--- src/rtl/raster_sample_iter_if.sv ---
// Triangle/box handshake from the bounding-box stage into the sample iterator,
// plus the R16 triangle/sample bundle handed to the sample-test stage.
interface raster_sample_iter_if #(
  parameter int SIGFIG = 24,
  parameter int VERTS  = 3,
  parameter int AXIS   = 3,
  parameter int COLORS = 3
);
  logic signed [SIGFIG-1:0] tri_R14S    [VERTS][AXIS];
  logic        [SIGFIG-1:0] color_R14U  [COLORS];
  logic signed [SIGFIG-1:0] box_R14S    [2][2];
  logic                     validTri_R14H;
  logic        [3:0]        subSample_R14U;
  logic                     ready_R14H;
  logic signed [SIGFIG-1:0] tri_R16S    [VERTS][AXIS];
  logic        [SIGFIG-1:0] color_R16U  [COLORS];
  logic signed [SIGFIG-1:0] sample_R16S [2];
  logic                     validSamp_R16H;

  modport master (
    output tri_R14S, color_R14U, box_R14S, validTri_R14H, subSample_R14U,
    input  ready_R14H, tri_R16S, color_R16U, sample_R16S, validSamp_R16H
  );

  modport slave (
    input  tri_R14S, color_R14U, box_R14S, validTri_R14H, subSample_R14U,
    output ready_R14H, tri_R16S, color_R16U, sample_R16S, validSamp_R16H
  );
endinterface

--- src/rtl/raster_sample_iter.sv ---
// Raster-order sample iterator: walks every subsample grid point of a triangle's box, one per clock.
// Optional RASTER_SAMPLE_ITER_PERF_EN adds triangle/sample performance counters.
module raster_sample_iter #(
  parameter int SIGFIG = 24,
  parameter int RADIX  = 10,
  parameter int VERTS  = 3,
  parameter int AXIS   = 3,
  parameter int COLORS = 3
) (
  input  logic clk,
  input  logic rst,
  raster_sample_iter_if.slave bus
`ifdef RASTER_SAMPLE_ITER_PERF_EN
  ,
  output logic [31:0] triCount_R16U,
  output logic [31:0] sampCount_R16U
`endif
);

  localparam logic [0:0] ST_WAIT = 1'b0;
  localparam logic [0:0] ST_TEST = 1'b1;
  localparam logic [SIGFIG-1:0] ONE = {{(SIGFIG-1){1'b0}}, 1'b1};

  logic [0:0]               state_r;
  logic signed [SIGFIG-1:0] ll_x_r, ur_x_r, ur_y_r, x_r, y_r;
  logic        [SIGFIG-1:0] step_r, step_s;
  logic signed [SIGFIG:0]   nx_s, ny_s;
  logic fit_x_s, fit_y_s, last_s, ready_s, accept_s, nonempty_s;

  // Step decode, next-point arithmetic (one guard bit) and handshake.
  always_comb begin
    case (bus.subSample_R14U)
      4'b1000: step_s = ONE << RADIX;
      4'b0100: step_s = ONE << (RADIX - 1);
      4'b0010: step_s = ONE << (RADIX - 2);
      4'b0001: step_s = ONE << (RADIX - 3);
      default: step_s = ONE << RADIX;
    endcase
    nx_s       = $signed({x_r[SIGFIG-1], x_r}) + $signed({1'b0, step_r});
    ny_s       = $signed({y_r[SIGFIG-1], y_r}) + $signed({1'b0, step_r});
    fit_x_s    = nx_s <= $signed({ur_x_r[SIGFIG-1], ur_x_r});
    fit_y_s    = ny_s <= $signed({ur_y_r[SIGFIG-1], ur_y_r});
    last_s     = (state_r == ST_TEST) && !fit_x_s && !fit_y_s;
    ready_s    = !rst && ((state_r == ST_WAIT) || last_s);
    accept_s   = bus.validTri_R14H && ready_s;
    nonempty_s = (bus.box_R14S[0][0] <= bus.box_R14S[1][0]) &&
                 (bus.box_R14S[0][1] <= bus.box_R14S[1][1]);
  end

  assign bus.ready_R14H     = ready_s;
  assign bus.validSamp_R16H = (state_r == ST_TEST);
  assign bus.sample_R16S[0] = x_r;
  assign bus.sample_R16S[1] = y_r;

  // Walk state, latched triangle/box and current sample position.
  always_ff @(posedge clk) begin
    if (rst) begin
      state_r <= ST_WAIT;
      ll_x_r  <= {SIGFIG{1'b0}};
      ur_x_r  <= {SIGFIG{1'b0}};
      ur_y_r  <= {SIGFIG{1'b0}};
      x_r     <= {SIGFIG{1'b0}};
      y_r     <= {SIGFIG{1'b0}};
      step_r  <= {SIGFIG{1'b0}};
      for (int v = 0; v < VERTS; v++)
        for (int a = 0; a < AXIS; a++)
          bus.tri_R16S[v][a] <= {SIGFIG{1'b0}};
      for (int c = 0; c < COLORS; c++)
        bus.color_R16U[c] <= {SIGFIG{1'b0}};
    end else if (accept_s) begin
      for (int v = 0; v < VERTS; v++)
        for (int a = 0; a < AXIS; a++)
          bus.tri_R16S[v][a] <= bus.tri_R14S[v][a];
      for (int c = 0; c < COLORS; c++)
        bus.color_R16U[c] <= bus.color_R14U[c];
      ll_x_r  <= bus.box_R14S[0][0];
      ur_x_r  <= bus.box_R14S[1][0];
      ur_y_r  <= bus.box_R14S[1][1];
      x_r     <= bus.box_R14S[0][0];
      y_r     <= bus.box_R14S[0][1];
      step_r  <= step_s;
      // An empty box is consumed without ever entering the walk.
      state_r <= nonempty_s ? ST_TEST : ST_WAIT;
    end else if (state_r == ST_TEST) begin
      if (fit_x_s) begin
        x_r <= nx_s[SIGFIG-1:0];
      end else if (fit_y_s) begin
        x_r <= ll_x_r;
        y_r <= ny_s[SIGFIG-1:0];
      end else begin
        state_r <= ST_WAIT;
      end
    end
  end

`ifdef RASTER_SAMPLE_ITER_PERF_EN
  // Free-running wrap-around counters of accepted triangles and emitted samples.
  always_ff @(posedge clk) begin
    if (rst) begin
      triCount_R16U  <= 32'd0;
      sampCount_R16U <= 32'd0;
    end else begin
      triCount_R16U  <= triCount_R16U + {31'd0, accept_s};
      sampCount_R16U <= sampCount_R16U + {31'd0, (state_r == ST_TEST)};
    end
  end
`endif

endmodule
--- src/flat_wrapper.sv ---
// flat-port wrapper written by rule: the top's interface ports become plain ports
module raster_sample_iter_flat 
#(
  parameter int SIGFIG = 24,
  parameter int RADIX  = 10,
  parameter int VERTS  = 3,
  parameter int AXIS   = 3,
  parameter int COLORS = 3
)
  (clk, rst, bus_tri_R14S, bus_color_R14U, bus_box_R14S, bus_validTri_R14H, bus_subSample_R14U, bus_ready_R14H, bus_tri_R16S, bus_color_R16U, bus_sample_R16S, bus_validSamp_R16H);
  raster_sample_iter_if #(.SIGFIG(SIGFIG), .VERTS(VERTS), .AXIS(AXIS), .COLORS(COLORS)) bus_i ();
  input  logic clk;
  input  logic rst;
  input wire logic [$bits(bus_i.tri_R14S)-1:0] bus_tri_R14S;
  input wire logic [$bits(bus_i.color_R14U)-1:0] bus_color_R14U;
  input wire logic [$bits(bus_i.box_R14S)-1:0] bus_box_R14S;
  input wire logic [$bits(bus_i.validTri_R14H)-1:0] bus_validTri_R14H;
  input wire logic [$bits(bus_i.subSample_R14U)-1:0] bus_subSample_R14U;
  output wire logic [$bits(bus_i.ready_R14H)-1:0] bus_ready_R14H;
  output wire logic [$bits(bus_i.tri_R16S)-1:0] bus_tri_R16S;
  output wire logic [$bits(bus_i.color_R16U)-1:0] bus_color_R16U;
  output wire logic [$bits(bus_i.sample_R16S)-1:0] bus_sample_R16S;
  output wire logic [$bits(bus_i.validSamp_R16H)-1:0] bus_validSamp_R16H;
  assign bus_i.tri_R14S = {>>{bus_tri_R14S}};
  assign bus_i.color_R14U = {>>{bus_color_R14U}};
  assign bus_i.box_R14S = {>>{bus_box_R14S}};
  assign bus_i.validTri_R14H = bus_validTri_R14H;
  assign bus_i.subSample_R14U = bus_subSample_R14U;
  assign bus_ready_R14H = bus_i.ready_R14H;
  assign bus_tri_R16S = {>>{bus_i.tri_R16S}};
  assign bus_color_R16U = {>>{bus_i.color_R16U}};
  assign bus_sample_R16S = {>>{bus_i.sample_R16S}};
  assign bus_validSamp_R16H = bus_i.validSamp_R16H;
  raster_sample_iter #(.SIGFIG(SIGFIG), .RADIX(RADIX), .VERTS(VERTS), .AXIS(AXIS), .COLORS(COLORS)) u_core (.clk(clk), .rst(rst), .bus(bus_i));
endmodule
--- config.mk ---
export PLATFORM = sky130hd
export DESIGN_NAME = raster_sample_iter_flat
export DESIGN_NICKNAME = d
export VERILOG_FILES = /design/src/rtl/raster_sample_iter_if.sv /design/src/rtl/raster_sample_iter.sv /design/src/flat_wrapper.sv
export SDC_FILE = /design/constraint.sdc
export NUM_CORES = 1
export LEC_CHECK = 0
export ABC_AREA = 1
export ABC_CLOCK_PERIOD_IN_PS = 5300
export CAP_MARGIN = 20
export CORE_AREA = 3 3 279 281
export CTS_CLUSTER_DIAMETER = 80
export DETAILED_ROUTE_END_ITERATION = 7
export DIE_AREA = 0 0 282 284
export PLACE_DENSITY = 0.53
export RECOVER_POWER = 50
export SLEW_MARGIN = 20
export SYNTH_ARGS = -nofsm -noshare
export SYNTH_HDL_FRONTEND = slang
export SYNTH_SLANG_ARGS = --single-unit
--- constraint.sdc ---
create_clock -name clk -period 5.3 [get_ports clk]
set_input_delay 1.325 -clock clk [delete_from_list [all_inputs] [get_ports clk]]
set_output_delay 1.325 -clock clk [all_outputs]
set_load 0.01 [all_outputs]
==> flow_summary.yaml <==
outcome:
  status: "finished clean"
pwr:
  p_total_mw: 11.0
  seqPwrFrac_pct: 35.8
  power_switching_share_pct: 34.2
  pwr-share-comb_pct: 31.9
  p_int_mw: 7.22
  p_clk_share_pct: 32.3
  p_leak_nw: 13.8
  p_switching_mw: 3.75
  ir_worst_vdd_v: 0.000230
  power-per-cell-area_mw_per_mm2: 384
place:
  dpl_cell_area_mm2: 0.0265
  hpwlAfterDp_mm: 58.6
  pre_cts_ws_ps: 78.5
  portBuffers: 728
  gp_congestion: 0.859
  dp.cells: 4094
logic_synthesis:
  ys.flop_type: "dfxtp_1"
  async_reset_ff_share_pct: 0
  synth-edff-count: 0
  synth_top_area_cell: "dfxtp_1"
  synthesis.nets: 2997
  yosysWarnings: 0
  ys_top_cells_by_area: "dfxtp_1 45%, nand2_1 19%, nand3_1 11%"
  netlist_area_mm2: 0.0183
  synthDominantCellAreaShare_pct: 45.1
  synth_seq_area_share_pct: 45.1
  avgSynthCellArea_um2: 7.35
  ys_types: 39
  ys_ff_latch: 413
  syn_inst: 2498
floorplan:
  die_y_um: 284
  start_util_pct: 24.2
  fp.dieW_um: 282
  die-area_mm2: 0.0801
  io_pins: 729
  core_mm2: 0.0757
  fp-row-count: 101
clock_network:
  cts_buffers: 52
  worst_skew_pair.late_latency_ps: 600
  cts-hold-fix-buffers: 0
  clockBufferDepth: 3
  htree_levels: 2
  clkTransAtPathRegs_ps: 60
  cts_sinks: 413
  cts-root-buf: "clkbuf_16"
  cts_tree: "yes"
timing:
  clock_skew_ps: 22.8
  min_period_ps: 5090
  worst_slack_ps: 210
  tightest_slew_ps: 1120
  worst_hold_slack_ps: 458
  setup_viol: 0
  drv_slew: 0
  relSlewSlack_pct: 25.2
  rsz0062_at_grt: "yes"
  fmax_ghz: 0.196
  hold_viol_final: 0
  min_period_over_period_pct: 96.0
  totalNegativeSetupSlack_ps: 0
worst_setup_path:
  timing.rr.start: "u_core.step_r[7]$_SDFFE_PP0P_"
  r2r_setup_slack_ps: 860
  startpoint_type: "flop"
  slowest_stage: "dfxtp_4"
  cp-end-kind: "output port"
  cp.required_ps: 3970
  critPathMaxFanout: 3
  path_cells: "ha_4 -> fa_2 -> a21oi_2 -> o21ai_2 -> nand2_1 -> nor2_2 -> nand2_2 -> nor3_4 -> nand3_2 -> xor2_2 -> ha_1 -> nand2_2 -> buf_4 -> nor2_1 -> nand2_1 -> and2_4 -> nand4_1 -> nand3_4 -> nand3_4 -> inv_2 -> buf_6"
  r2r_end: "u_core.bus.color_R16U[11]$_SDFFE_PP0P_"
  slowest_delay_ps: 380
  r2r.worst_path.cells: 27
  crit_type: "flop to output port"
  arrival_ps: 3770
worst_hold_path:
  hold_path.startpoint: "u_core.bus.tri_R16S[91]$_SDFFE_PP0P_"
  hold_class: "flop to flop"
  hold_depth: 2
  whs_endpoint: "u_core.bus.tri_R16S[91]$_SDFFE_PP0P_"
detailed_routing:
  wl_per_cell_um: 18.3
  drt_iter0_markers: 946
  viasPerCell: 4.36
  drt_first_pass_iters: 5
  wl_mm: 77.2
  vias: 18400
  antenna_left: 0
  drcViolationCount: 0
global_route:
  grt-ovfl-total: 0
  grt_pass1_vias: 18100
  antenna_found_initial: 12
  grt_max_degree: 168
  grt_first_pass_wirelength_mm: 114
  track_usage_pct: 18.6
run:
  maxCapViolations: 0
cells_and_area:
  nFillCells: 7923
  final_area_mm2: 0.0285
  post-route-util_pct: 37.7
  drive_gt1_share_pct: 5.95
  syn_to_final_growth_pct: 55.5
  seq_area_mm2: 0.00828
  fin_cells: 4210
  multi_input_area_mm2: 0.00877
  final_nets: 3686
-- sequential cells by signal, summed over array words and instances, names as in the netlist --
register	flops
u_core.step_r	4
u_core.bus.tri_R16S	216
u_core.ur_y_r	24
u_core.bus.validSamp_R16H	1
u_core.x_r	24
u_core.ur_x_r	24
u_core.bus.color_R16U	72
u_core.y_r	24
u_core.ll_x_r	24
-- worst max path at each step --
stage                                             start        endpoint
after detailed placement  u_core.step_r[9]$_SDFFE_PP0P_  bus_ready_R14H
after CTS                 u_core.step_r[7]$_SDFFE_PP0P_  bus_ready_R14H
after global placement    u_core.step_r[9]$_SDFFE_PP0P_  bus_ready_R14H
after global routing      u_core.step_r[7]$_SDFFE_PP0P_  bus_ready_R14H
after floorplan              u_core.x_r[7]$_SDFFE_PP0P_  bus_ready_R14H
final                     u_core.step_r[7]$_SDFFE_PP0P_  bus_ready_R14H
-- routing by layer --
layer / wire [µm] / vias up / GRT usage, % / share of wire (%)
met5: 64 / - / 0 / 0.083
met4: 2570 / 10 / 6.61 / 3.3
met3: 5420 / 133 / 5.41 / 7.0
met2: 38700 / 511 / 32.8 / 50
met1: 30400 / 8308 / 21.1 / 39
li1: - / 9391 / - / -
-- Yosys cell counts (21+ instances only) --
master,count
inv_1,204
buf_1,21
a21oi_1,73
nand2_1,923
dfxtp_1,413
o21ai_0,72
nand3_1,419
clkbuf_1,29
buf_2,52
buf_4,35
nor2_1,44
ha_1,106
-- logic make-up (layout without fill, tap and decap cells) --
logic type      after synthesis  count (layout)  synth area share (%)
compound gates              170             170                  4.98
xor+xnor                     25              25                  1.19
fa+ha+maj                   108             108                  7.45
buf+inv                     347            1076                  8.33
flops                       413             413                  45.1
other cells                   0               5                     0
simple gates               1435            1435                  33.0
-- placed cells by master (no fill, tap or decap), types with 36 or more instances in the layout --
cell type          n
nand2_1          915
nand3_1          415
dfxtp_1          409
clkdlybuf4s50_1  395
dlygate4sd3_1    331
inv_1            200
ha_1             101
o21ai_0           71
a21oi_1           69
clkbuf_16         53
nor2_1            38
buf_4             36
-- power by group through the flow --
| stage | registers [mW] | logic, mW | clock network, mW |
|---|---|---|---|
| global placement | 3.99 | 3.61 | 0 |
| floorplan | 4.15 | 1.56 | 0 |
| finish | 3.93 | 3.50 | 3.54 |
| global route | 4.00 | 3.87 | 3.77 |
| detailed placement | 4.00 | 3.59 | 0 |
| CTS | 3.95 | 3.63 | 3.64 |
-- repair_timing --
| item | 4_1_cts | 5_1_grt |
|---|---|---|
| endpoints found under the setup margin | 1 | 1 |
| setup buffers | 6 | 11 |
| resized for setup | 19 | 39 |
| pin swaps | 11 | 24 |
| endpoints found under the hold margin | 0 | 0 |
-- area by class of cell --
type	instances	share of cell area, %
inverter	206	2.74
tap	978	4.29
clock buffer	75	5.32
multi-input combinational	1738	30.7
timing repair buffer	776	27.3
clock inverter	19	0.601
antenna	5	0.0438
sequential	413	29.0
-- worst max-delay path, delay by kind of cell, from the launching register on --
kind / cells / cell delay [ps]
fa+ha+maj: 3 / 680
flops: 1 / 380
simple gates: 12 / 1400
buf+inv: 3 / 280
compound gates: 2 / 220
xor+xnor: 1 / 190
No activity file was read; power rests on OpenSTA's default activity.
